[src/rtl/ha_array_reduce_8x8.sv]
// ha_array_reduce_8x8
// Final reduction of the unsigned 8x8 half-adder-array generator output.
// The four row-pair arrays (carries b, sums/top carry t) are weighted and
// summed into a 16-bit product. The result is produced by a 2-stage pipeline
// with valid/ready handshakes on both sides.
//
// Parameters:
//   SATURATE  0: truncate the 17-bit sum to 16 bits; 1: clamp to 16'hFFFF
//   CNT_W     width of the accepted-transaction counter
//
// Ports:
//   clk, rst                  clock, synchronous active-high reset
//   in_valid / in_ready       upstream handshake
//   ha_array_k_b / _t         row pair k carries (7b) and sums/top carry (9b)
//   out_valid / out_ready     downstream handshake
//   product                   reduced product (registered)
//   ovf                       17-bit sum exceeded 16'hFFFF (registered)
//   txn_cnt                   number of accepted input transactions (wraps)

module ha_array_reduce_8x8 #(
    parameter int SATURATE = 0,
    parameter int CNT_W    = 16
) (
    input  logic             clk,
    input  logic             rst,
    input  logic             in_valid,
    output logic             in_ready,
    input  logic [6:0]       ha_array_0_b,
    input  logic [8:0]       ha_array_0_t,
    input  logic [6:0]       ha_array_1_b,
    input  logic [8:0]       ha_array_1_t,
    input  logic [6:0]       ha_array_2_b,
    input  logic [8:0]       ha_array_2_t,
    input  logic [6:0]       ha_array_3_b,
    input  logic [8:0]       ha_array_3_t,
    output logic             out_valid,
    input  logic             out_ready,
    output logic [15:0]      product,
    output logic             ovf,
    output logic [CNT_W-1:0] txn_cnt
);

    // Row value: sums at their own weight, carries one column pair up (x4).
    function automatic logic [9:0] row_value(input logic [6:0] b, input logic [8:0] t);
        return {1'b0, t} + {1'b0, b, 2'b00};
    endfunction

    logic        s1_valid;
    logic        s2_valid;
    logic [12:0] p0;
    logic [12:0] p1;

    logic        s2_load;
    logic        accept;

    logic [9:0]  r0, r1, r2, r3;
    logic [12:0] p0_next;
    logic [12:0] p1_next;
    logic [16:0] sum_full;
    logic [15:0] product_next;

    assign r0 = row_value(ha_array_0_b, ha_array_0_t);
    assign r1 = row_value(ha_array_1_b, ha_array_1_t);
    assign r2 = row_value(ha_array_2_b, ha_array_2_t);
    assign r3 = row_value(ha_array_3_b, ha_array_3_t);

    assign p0_next = {3'b000, r0} + {1'b0, r1, 2'b00};
    assign p1_next = {3'b000, r2} + {1'b0, r3, 2'b00};

    // Worst case (every bit of every array set) reaches 86615, so bit 16 is
    // reachable with pruned/approximate generators and must be kept.
    assign sum_full = {4'b0000, p0} + {p1, 4'b0000};

    assign product_next = ((SATURATE != 0) && sum_full[16]) ? 16'hFFFF : sum_full[15:0];

    // s2 takes new data when empty or when its current result is consumed;
    // s1 can then always pass its contents on, so in_ready depends only on
    // out_ready and pipeline state, never on in_valid.
    assign s2_load  = !s2_valid || out_ready;
    assign in_ready = !s1_valid || s2_load;
    assign accept   = in_valid && in_ready;

    assign out_valid = s2_valid;

    always_ff @(posedge clk) begin
        if (rst) begin
            s1_valid <= 1'b0;
            s2_valid <= 1'b0;
            p0       <= '0;
            p1       <= '0;
            product  <= '0;
            ovf      <= 1'b0;
            txn_cnt  <= '0;
        end else begin
            if (accept) begin
                p0      <= p0_next;
                p1      <= p1_next;
                txn_cnt <= txn_cnt + CNT_W'(1);
            end
            // When in_ready is high, s1 is either empty or handing off to s2,
            // so its new occupancy is simply whether something arrives.
            if (in_ready) begin
                s1_valid <= in_valid;
            end
            if (s2_load) begin
                s2_valid <= s1_valid;
                if (s1_valid) begin
                    product <= product_next;
                    ovf     <= sum_full[16];
                end
            end
        end
    end

endmodule

[config.mk]
export PLATFORM = sky130hd
export DESIGN_NAME = ha_array_reduce_8x8
export DESIGN_NICKNAME = d
export VERILOG_FILES = /design/src/rtl/ha_array_reduce_8x8.sv
export SDC_FILE = /design/constraint.sdc
export NUM_CORES = 1
export LEC_CHECK = 0
export CAP_MARGIN = 20
export CELL_PAD_IN_SITES_DETAIL_PLACEMENT = 1
export CELL_PAD_IN_SITES_GLOBAL_PLACEMENT = 2
export CORE_ASPECT_RATIO = 1.5
export CORE_MARGIN = 1.5
export CORE_UTILIZATION = 32
export DETAILED_ROUTE_END_ITERATION = 16
export GPL_TIMING_DRIVEN = 0
export HOLD_SLACK_MARGIN = 0.02
export PLACE_DENSITY = 0.93
export SYNTH_ARGS = -nofsm -noshare
export SYNTH_HDL_FRONTEND = slang
export SYNTH_SLANG_ARGS = --single-unit
export TNS_END_PERCENT = 50
[constraint.sdc]
create_clock -name clk -period 6.5 [get_ports clk]
set_input_delay 0.65 -clock clk [delete_from_list [all_inputs] [get_ports clk]]
set_output_delay 0.65 -clock clk [all_outputs]
set_load 0.1 [all_outputs]
# [Yosys cells after proc, flatten, opt, wreduce, memory -nomap -nowiden]
# Cells that the tools add are included.
[word_totals] ff_bits=61
[op_classes] n_reduce_logical=6 n_addsub=8
[op_table] cell="adder 9 x 9 -> 10 bit" n=4
[op_table] cell="adder 10 x 12 -> 13 bit" n=2
[op_table] cell="adder 13 x 17 -> 17 bit" n=1
[op_table] cell="adder 16 x 1 -> 16 bit (second input constant)" n=1
[op_table] cell="zero test 1 bit" n=2
[op_table] cell="logical OR 1 bit" n=2
[op_table] cell="AND reduction 2 bit" n=1
[op_table] cell="logical AND 1 bit" n=1

# [Depth between registers and ports, before layout]
# Gate-level depths: netlist of run 1.
[logic_depth] word_depth=4 mapped_depth=16 mapped_depth_nobuf=16

# [Worst setup path after synthesis of run 1]
# No wires, ideal clock.
[synth_timing] path_kind="in2reg" from="input ha_array_1_b[0]" to="register p0[11]" stages=15 path_buffers=0 t_arrival_ns=3.226 t_required_ns=6.414 slack_ns=3.189 cell_sequence="ha_1 inv_1 fa_1 nand2b_1 nand2b_1 a211o_1 nand2_1 fa_1 inv_1 ha_1 o21a_1 a21oi_1 nor2_1 xnor2_1 a211oi_1"
[synth_between] elab_chain_len=2
[synth_rtl] element="from (decl)" line_no="30" source="input logic [6:0] ha_array_1_b,"
[synth_rtl] element="adder 9 x 9 -> 10 bit" line_no="45" source="return {1'b0, t} + {1'b0, b, 2'b00};"
[synth_rtl] element="adder 10 x 12 -> 13 bit" line_no="67" source="assign p0_next = {3'b000, r0} + {1'b0, r1, 2'b00};"
[synth_rtl] element="to (signal assigned)" line_no="96" source="p0 <= p0_next;"
[synth_rtl] element="to (decl)" line_no="50" source="logic [12:0] p0;"
# No other way between the ends.
# A chain may end at the register's enable or synchronous reset.

# [Worst setup path in the final report of run 1]
# Same ends and word-level chain as after synthesis.

==> key figures, run 1 <==
Placement
  • Post-DP HPWL: between 9 and 10 mm
  • Last weighted congestion value of the routability-driven placer: 0.830
  • Quantity of I/O buffers inserted on ports: 101

Routing
  • Total length of routed wires: about 12 mm
  • Avg Vias per Cell: just over 5
  • Number of routed nets with antenna violations: 0
  • Count of unresolved DRC violations after routing: 0
  • DRC marker count from the first detailed-route iteration: just under 80
  • Detailed-route via count: 3,895
  • Final routed wire length divided by cell count: approximately 15 um
  • Number of detailed-routing iterations run before antenna repair: 4

Synth
  • Top cell types by occurrence after synthesis: dfxtp_1 (61), nand2_1 (56), nor2_1 (50), a21oi_1 (47), ha_1 (38)
  • Post-synthesis instance total: a little under 500
  • Total number of yosys warnings: 0
  • Net count after synthesis: between 600 and 700
  • Post-Synthesis Mean Instance Area: 8.57 um^2
  • Top area cells in the synthesized netlist: dfxtp_1 (29%), ha_1 (11%), fa_1 (9.0%)
  • Most area-hungry cell type in the Yosys netlist: dfxtp_1
  • Ys flop type: dfxtp_1
  • Most frequently used cell type in the post-synthesis netlist: dfxtp_1
  • Sequential element share of the synthesized area: 0.290
  • Netlist area before placement: approximately 4200 um^2
  • Portion of synthesized cell area occupied by the leading cell type: 0.290
  • Fraction of synthesis flops using an asynchronous set or reset pin: 0
  • Flops & latches, synth: just over 60
  • Distinct cell type count after synthesis: between 50 and 60
  • Number of enable-type register cells in the synthesized netlist: 0

Clocking
  • Post-CTS sizing: 0
  • Number of buffers created by CTS: 9
  • Clock sink count: just over 60
  • CTS tree: done
  • Maximum number of buffers from clock root to sink: 2
  • Clock Tree Root: clkbuf_16
  • CTS Hold Buffers Added: 0
  • Clock Pin Slew Worst Setup and Hold Paths: ~0.050 ns
  • Post-CTS setup-driven buffer insertion count: 0
  • Max H-tree Level: 3
  • Skew-Pair Late Insertion Delay: between 0.3 and 0.4 ns

Final layout
  • Storage element area: approximately 1200 um^2
  • Antenna diodes: 0
  • Footprint of the multi-input gates: between 2000 and 3000 um^2
  • Synthesis-to-finish area growth: 36.2%
  • Net count, final: 729
  • Layout cells sized above 1: 0.0427
  • Count of fill cells added during filler insertion: about 1,500
  • Fraction of the core area covered by cells at the end of the flow: 0.445

GRT
  • Gr usage total: 0.176
  • Overflow left after global routing: 0
  • Maximum number of pins on one net before global-route repair: 12
  • Antenna violations before repair: 0
  • Number of global-route vias before repair: about 4,300
  • Global-route wire length before repair: 19.8 mm

Outcome
  • Status: finished, final reports clean

Hold path
  • Worst min-delay path category: reg -> reg
  • Hold_sp: p0[2]
  • End point of the most critical hold path: product[2]
  • Cell depth of the worst min-delay path: 2

Setup path
  • Crit path required time: 6.74 ns
  • Reg2reg setup slack: roughly 4.3 ns
  • Top fanout value on the critical path: 3
  • Kind of launch point of the worst setup path: input pin
  • CP max stage delay: between 0.4 and 0.5 ns
  • R2R Path End: product[14]
  • Critical Path AT: slightly below 4 ns
  • Kind of critical path: in -> reg
  • Reg2reg path depth: 9
  • Reg2reg start: p0[4]
  • Slowest library cell on the worst path: fa_1
  • Cells traversed along the worst timing path: clkdlybuf4s50_1 > ha_1 > inv_1 > fa_1 > nand2b_1 > nand2b_1 > a211o_1 > nand2_1 > fa_1 > inv_1 > ha_1 > o21a_1 > a21oi_1 > nor2_1 > xnor2_1 > a211oi_1
  • Element type at the critical path end: register

Floorplan
  • Die span in x: 96.7 um
  • Placement row count: between 50 and 60
  • Core footprint: between 10,000 and 15,000 um^2
  • Die Area: around 14,000 um^2
  • Boundary Pins: roughly 100
  • Initial standard-cell utilization of the core: 0.327
  • Height of the die: roughly 140 um

STA
  • Max Transition Viols Final: 0
  • Actual slew at the worst max-slew pin: about 0.99 ns
  • Time the worst path needs with I/O delays and setup: 3.74 ns
  • Rel. slew slack: 0.337
  • Final Hold Violating Endpoints: 0
  • Final period util: 0.576
  • Unrepaired setup endpoints after global routing: false
  • Total setup violations reported at the end of the flow: 0
  • Worst setup skew after layout: ~0.0085 ns
  • TNS Setup: 0 ns
  • Timing-limited maximum frequency: 0.267 GHz

Power and ir drop
  • Worst voltage drop across the vdd grid: 0.126 mV
  • Pleak: between 0.002 and 0.0025 uW
  • Power per cell area: ~260 nW/um^2

Job
  • Max-capacitance violation count: 0
==> sequential cells by signal, indices dropped and copies added (netlist names) <==
signal,flops
out_valid,1
ovf,1
txn_cnt,16
p0,13
s1_valid,1
p1,13
product,16
==> logic make-up (layout without fill, tap and decap cells) <==
| family | after synthesis | count (layout) | share of synthesized area |
|---|---|---|---|
| buffers and inverters | 50 | 167 | 0.0445 |
| adders and majority gates | 57 | 57 | 0.203 |
| xor gates and xnor gates | 35 | 35 | 0.0727 |
| DFF | 61 | 61 | 0.290 |
| AOI/OAI and AO/OA | 120 | 120 | 0.200 |
| and+or+nand+nor | 169 | 169 | 0.189 |
==> area by class of cell <==
cell class / instances / area share
tap: 159 / 0.0347
inverter: 34 / 0.0222
buffer: 16 / 0.0105
timing repair buffer: 101 / 0.176
clock inverter: 6 / 0.0153
clock buffer: 10 / 0.0399
multi-input combinational: 381 / 0.489
sequential: 61 / 0.213
==> layer usage <==
metal,routed length [um],global-route usage,up-vias
met5,0,0,-
met4,359,0.0831,0
met3,375,0.0292,25
met2,6630,0.358,82
met1,4400,0.170,1857
li1,-,-,1931
==> where the power goes <==
| part | internal, uW | leakage (uW) | switching [uW] | total (uW) |
|---|---|---|---|---|
| sequential | 410 | 0.000499 | 26.0 | 437 |
| clock | 335 | 0.000156 | 173 | 508 |
| combinational | 243 | 0.00166 | 325 | 568 |
| total | 989 | 0.00231 | 524 | 1510 |
==> worst max path at each step <==
stage / slack [ns] / cells past startpoint / end / startpoint
global placement: 2.48 / 15 / p0[10] / ha_array_1_b[0]
global route: 2.57 / 16 / p0[11] / ha_array_1_b[0]
detailed placement: 2.39 / 16 / p0[11] / ha_array_1_b[0]
finish: 2.76 / 16 / p0[11] / ha_array_1_b[0]
CTS: 2.74 / 16 / p0[11] / ha_array_1_b[0]
floorplan: 3.19 / 15 / p0[11] / ha_array_1_b[0]
==> placed cells by master, fill, tap and decap left out, types with 5 or more instances in the layout <==
| cell | n |
|---|---|
| a211o_1 | 8 |
| clkbuf_1 | 15 |
| a21oi_1 | 47 |
| a21o_1 | 6 |
| nand2_1 | 56 |
| xor2_1 | 18 |
| dfxtp_1 | 61 |
| nand4_1 | 6 |
| nor3_1 | 7 |
| xnor2_1 | 17 |
| o21ai_0 | 12 |
| nand2b_1 | 8 |
| a211oi_1 | 15 |
| or3_1 | 5 |
| clkdlybuf4s50_1 | 101 |
| nor2b_1 | 10 |
| fa_1 | 19 |
| nor2_1 | 50 |
| ha_1 | 38 |
| inv_1 | 34 |
| clkbuf_16 | 9 |
==> stage by stage <==
stage	worst slack [ns]	instances	power [uW]	instance area [um^2]	hold WS, ns
3_3_place_gp	2.48	752	991	5420	0.445
2_1_floorplan	3.19	492	853	4210	0.432
6_report	2.76	768	1510	5740	0.454
3_5_place_dp	2.39	752	1010	5420	0.449
4_1_cts	2.74	768	1530	5740	0.457
5_1_grt	2.57	768	1600	5740	0.463
==> worst max-delay path, delay by kind of cell <==
kind / cells / cell delay [ns]
AO/OA/AOI/OAI: 4 / 0.77
adder cells (fa/ha/maj): 4 / 1.37
XOR/XNOR: 1 / 0.14
AND/OR/NAND/NOR: 4 / 0.47
buffers and inverters: 3 / 0.56
(Power assumes the default switching activity.)
==> run 2, diff against run 1 <==
--- a/config.mk
+++ b/config.mk
@@ -10,11 +10,11 @@
 export CELL_PAD_IN_SITES_GLOBAL_PLACEMENT = 2
 export CORE_ASPECT_RATIO = 1.5
 export CORE_MARGIN = 1.5
-export CORE_UTILIZATION = 32
+export CORE_UTILIZATION = 26
 export DETAILED_ROUTE_END_ITERATION = 16
 export GPL_TIMING_DRIVEN = 0
 export HOLD_SLACK_MARGIN = 0.02
-export PLACE_DENSITY = 0.93
+export PLACE_DENSITY = 0.82
 export SYNTH_ARGS = -nofsm -noshare
 export SYNTH_HDL_FRONTEND = slang
 export SYNTH_SLANG_ARGS = --single-unit
==> constraint.sdc (replaced) <==
create_clock -name clk -period 3.2 [get_ports clk]
set_input_delay 0.32 -clock clk [delete_from_list [all_inputs] [get_ports clk]]
set_output_delay 0.32 -clock clk [all_outputs]
set_load 0.1 [all_outputs]
==> run 2 against run 1 <==
Via count up 0.51%. Register-to-register slack worse by 3.4 ns. Critical path depth down 3. Design area up 6.1%. Core utilization down 5.9 points. Highest routed layer unchanged. Sequential power up 100%. Setup slack worse by 2.7 ns.
==> key figures, run 2 (synthesis gave the netlist of run 1 again) <==
Outcome
  • Status: finished, final reports clean

GRT
  • Global-route wire length before repair: 19.8 mm (+0.21%)
  • Gr usage total: 0.145 (-0.0308)
  • Antenna violations before repair: 0 (unchanged)
  • Maximum number of pins on one net before global-route repair: 11 (-1)
  • Overflow left after global routing: 0 (unchanged)
  • Number of global-route vias before repair: 4,181 (-2.2%)

Routing
  • Final routed wire length divided by cell count: 14.9 um (-2.4%)
  • Max layer used: met4
  • Count of unresolved DRC violations after routing: 0 (unchanged)
  • Avg Vias per Cell: 4.79 (-5.6%)
  • Total length of routed wires: 12.2 mm (+4.0%)
  • Number of detailed-routing iterations run before antenna repair: 5 (+1)
  • Number of routed nets with antenna violations: 0 (unchanged)
  • Wire length on met1: 4.77 mm (+8.5%)
  • Detailed-route via count: 3,915 (+0.51%)
  • Met3 wire len: 376 um (+0.27%)
  • DRC marker count from the first detailed-route iteration: 102 (+31%)
  • Met2 wire length: 6.84 mm (+3.1%)

Floorplan
  • Height of the die: 159 um (+11%)
  • Die Area: 17,000 um^2 (+22%)
  • Die span in x: 107 um (+11%)
  • Placement row count: 56 (+9.8%)
  • Boundary Pins: 103 (unchanged)
  • Initial standard-cell utilization of the core: 0.267 (-0.0596)
  • Core footprint: 15,800 um^2 (+22%)

Hold path
  • Cell depth of the worst min-delay path: 2 (unchanged)
  • Worst min-delay path category: reg -> reg

Power and ir drop
  • Comb pwr share: 0.437 (+0.061)
  • Total power after layout: 3190 uW (+110%)
  • Pleak: 0.00241 uW (+4.1%)
  • Internal portion of total power: 2070 uW (+110%)
  • Worst voltage drop across the vdd grid: 0.273 mV (+120%)
  • Switch Pwr: 1110 uW (+110%)
  • Part of the power in registers: 0.278 (-0.011)
  • Share of total power in the clock network: 0.285 (-0.051)
  • Power per cell area: 523 nW/um^2 (+99%)
  • Net switching fraction of the power: 0.350 (+0.00346)

STA
  • Final period util: 0.968
  • Time the worst path needs with I/O delays and setup: between 3 and 4 ns
  • Final Hold Violating Endpoints: 0 (unchanged)
  • Actual slew at the worst max-slew pin: 0.991 ns (+0.0000285 ns)
  • Max Transition Viols Final: 0 (unchanged)
  • Post-Route Hold Slack: 0.458 ns (+0.00430 ns)
  • Total setup violations reported at the end of the flow: 0 (unchanged)
  • Worst setup skew after layout: 0.00561 ns (-0.00294 ns)
  • Rel. slew slack: 0.337 (about the same)
  • TNS Setup: 0 ns (unchanged)
  • Timing-limited maximum frequency: between 0.3 and 0.4 GHz

Clocking
  • Skew-Pair Late Insertion Delay: 0.33 ns (about the same)
  • CTS tree: done
  • Clock Pin Slew Worst Setup and Hold Paths: 0.05 ns (about the same)
  • Clock sink count: 61 (unchanged)
  • Maximum number of buffers from clock root to sink: 2 (unchanged)
  • CTS Hold Buffers Added: 0 (unchanged)
  • Max H-tree Level: 3 (unchanged)
  • Number of buffers created by CTS: 9 (unchanged)
  • Clock Tree Root: clkbuf_16

Setup path
  • Reg2reg path depth: 9 (unchanged)
  • CP max stage delay: 0.57 ns (+0.09 ns)
  • Crit path required time: 3.37 ns (-3.37 ns)
  • Kind of launch point of the worst setup path: input pin
  • Critical Path AT: 3.27 ns (-0.71 ns)
  • Cells traversed along the worst timing path: clkdlybuf4s50_1 > inv_1 > fa_2 > nand2b_4 > a21oi_2 > nor2_1 > fa_1 > ha_4 > o21a_1 > o31a_1 > o21ai_2 > xor2_1 > a211oi_1
  • Kind of critical path: in -> reg
  • Element type at the critical path end: register
  • Slowest library cell on the worst path: fa_1
  • Top fanout value on the critical path: 3 (unchanged)

Final layout
  • Antenna diodes: 0 (unchanged)
  • Net count, final: 736 (+0.96%)
  • Final std cell area, no fill: 6090 um^2 (+6.1%)
  • Commonest cells after routing, fill and taps aside: clkdlybuf4s50_1 (97), dfxtp_1 (61), nand2_1 (56)
  • Synthesis-to-finish area growth: 44.5%
  • Layout cells sized above 1: 0.120 (+0.0776)
  • Largest registers in the final layout: product: 16 flops, txn_cnt: 16 flops
  • Leading cell type in the layout, fill and taps excluded: clkdlybuf4s50_1

Placement
  • Post-DP HPWL: 9.72 mm (-1.1%)
  • Area after DPL: 5480 um^2 (+1.0%)
  • Quantity of I/O buffers inserted on ports: 101 (unchanged)
  • Last weighted congestion value of the routability-driven placer: 0.815 (-1.8%)

Job
  • Max-capacitance violation count: 0 (unchanged)
## run 2: final timing paths
path / from / endpoint / slack, ns
setup / recovery: ha_array_3_b[1] / p1[11] / 0.10
hold / removal: product[0] / product[0] / 0.46
setup reg to reg: p0[4] / product[14] / 0.96
hold reg to reg: product[0] / product[0] / 0.46
## run 2: through the flow
step	worst slack, ns	std cells	utilization
CTS	-0.00732	812	0.372
finish	0.104	818	0.386
detailed placement	-0.567	796	0.348
global placement	-0.501	796	0.348
global route	-0.0472	818	0.386
floorplan	0.0909	492	-
## run 2: routing by layer
metal | vias to the layer above | GRT usage
met5 | - | 0
met4 | 0 | 0.0509
met3 | 19 | 0.0263
met2 | 75 | 0.278
met1 | 1875 | 0.156
li1 | 1946 | -
## run 2: critical path: cells and delay by family
kind                     cells  cell delay [ns]
AO/OA/AOI/OAI                5             0.75
XOR/XNOR                     1             0.15
AND/OR/NAND/NOR              2             0.28
buffers and inverters        2             0.56
adder cells (fa/ha/maj)      3             1.21
## run 2: area by class of cell
cell class | count | area, um^2
Buffer | 16 | 60.1
Clock buffer | 13 | 240
Clock inverter | 2 | 35.0
Fill cell | 1849 | 9680
Inverter | 34 | 128
Multi-Input combinational cell | 381 | 3080
Sequential cell | 61 | 1220
Tap cell | 203 | 254
Timing Repair Buffer | 108 | 1070
## run 2: power by group through the flow
stage	sequential, uW	clock [uW]	combinational, uW
finish	886	908	1390
CTS	886	927	1250
detailed placement	901	0	1160
global route	895	973	1530
floorplan	1030	0	703
global placement	898	0	1130
## run 2: what timing repair did
action	in CTS	in global routing
setup endpoints to repair	6	9
gates resized for setup	15	42
cloned	0	0
pin swaps	4	32
buffers inserted	1	6
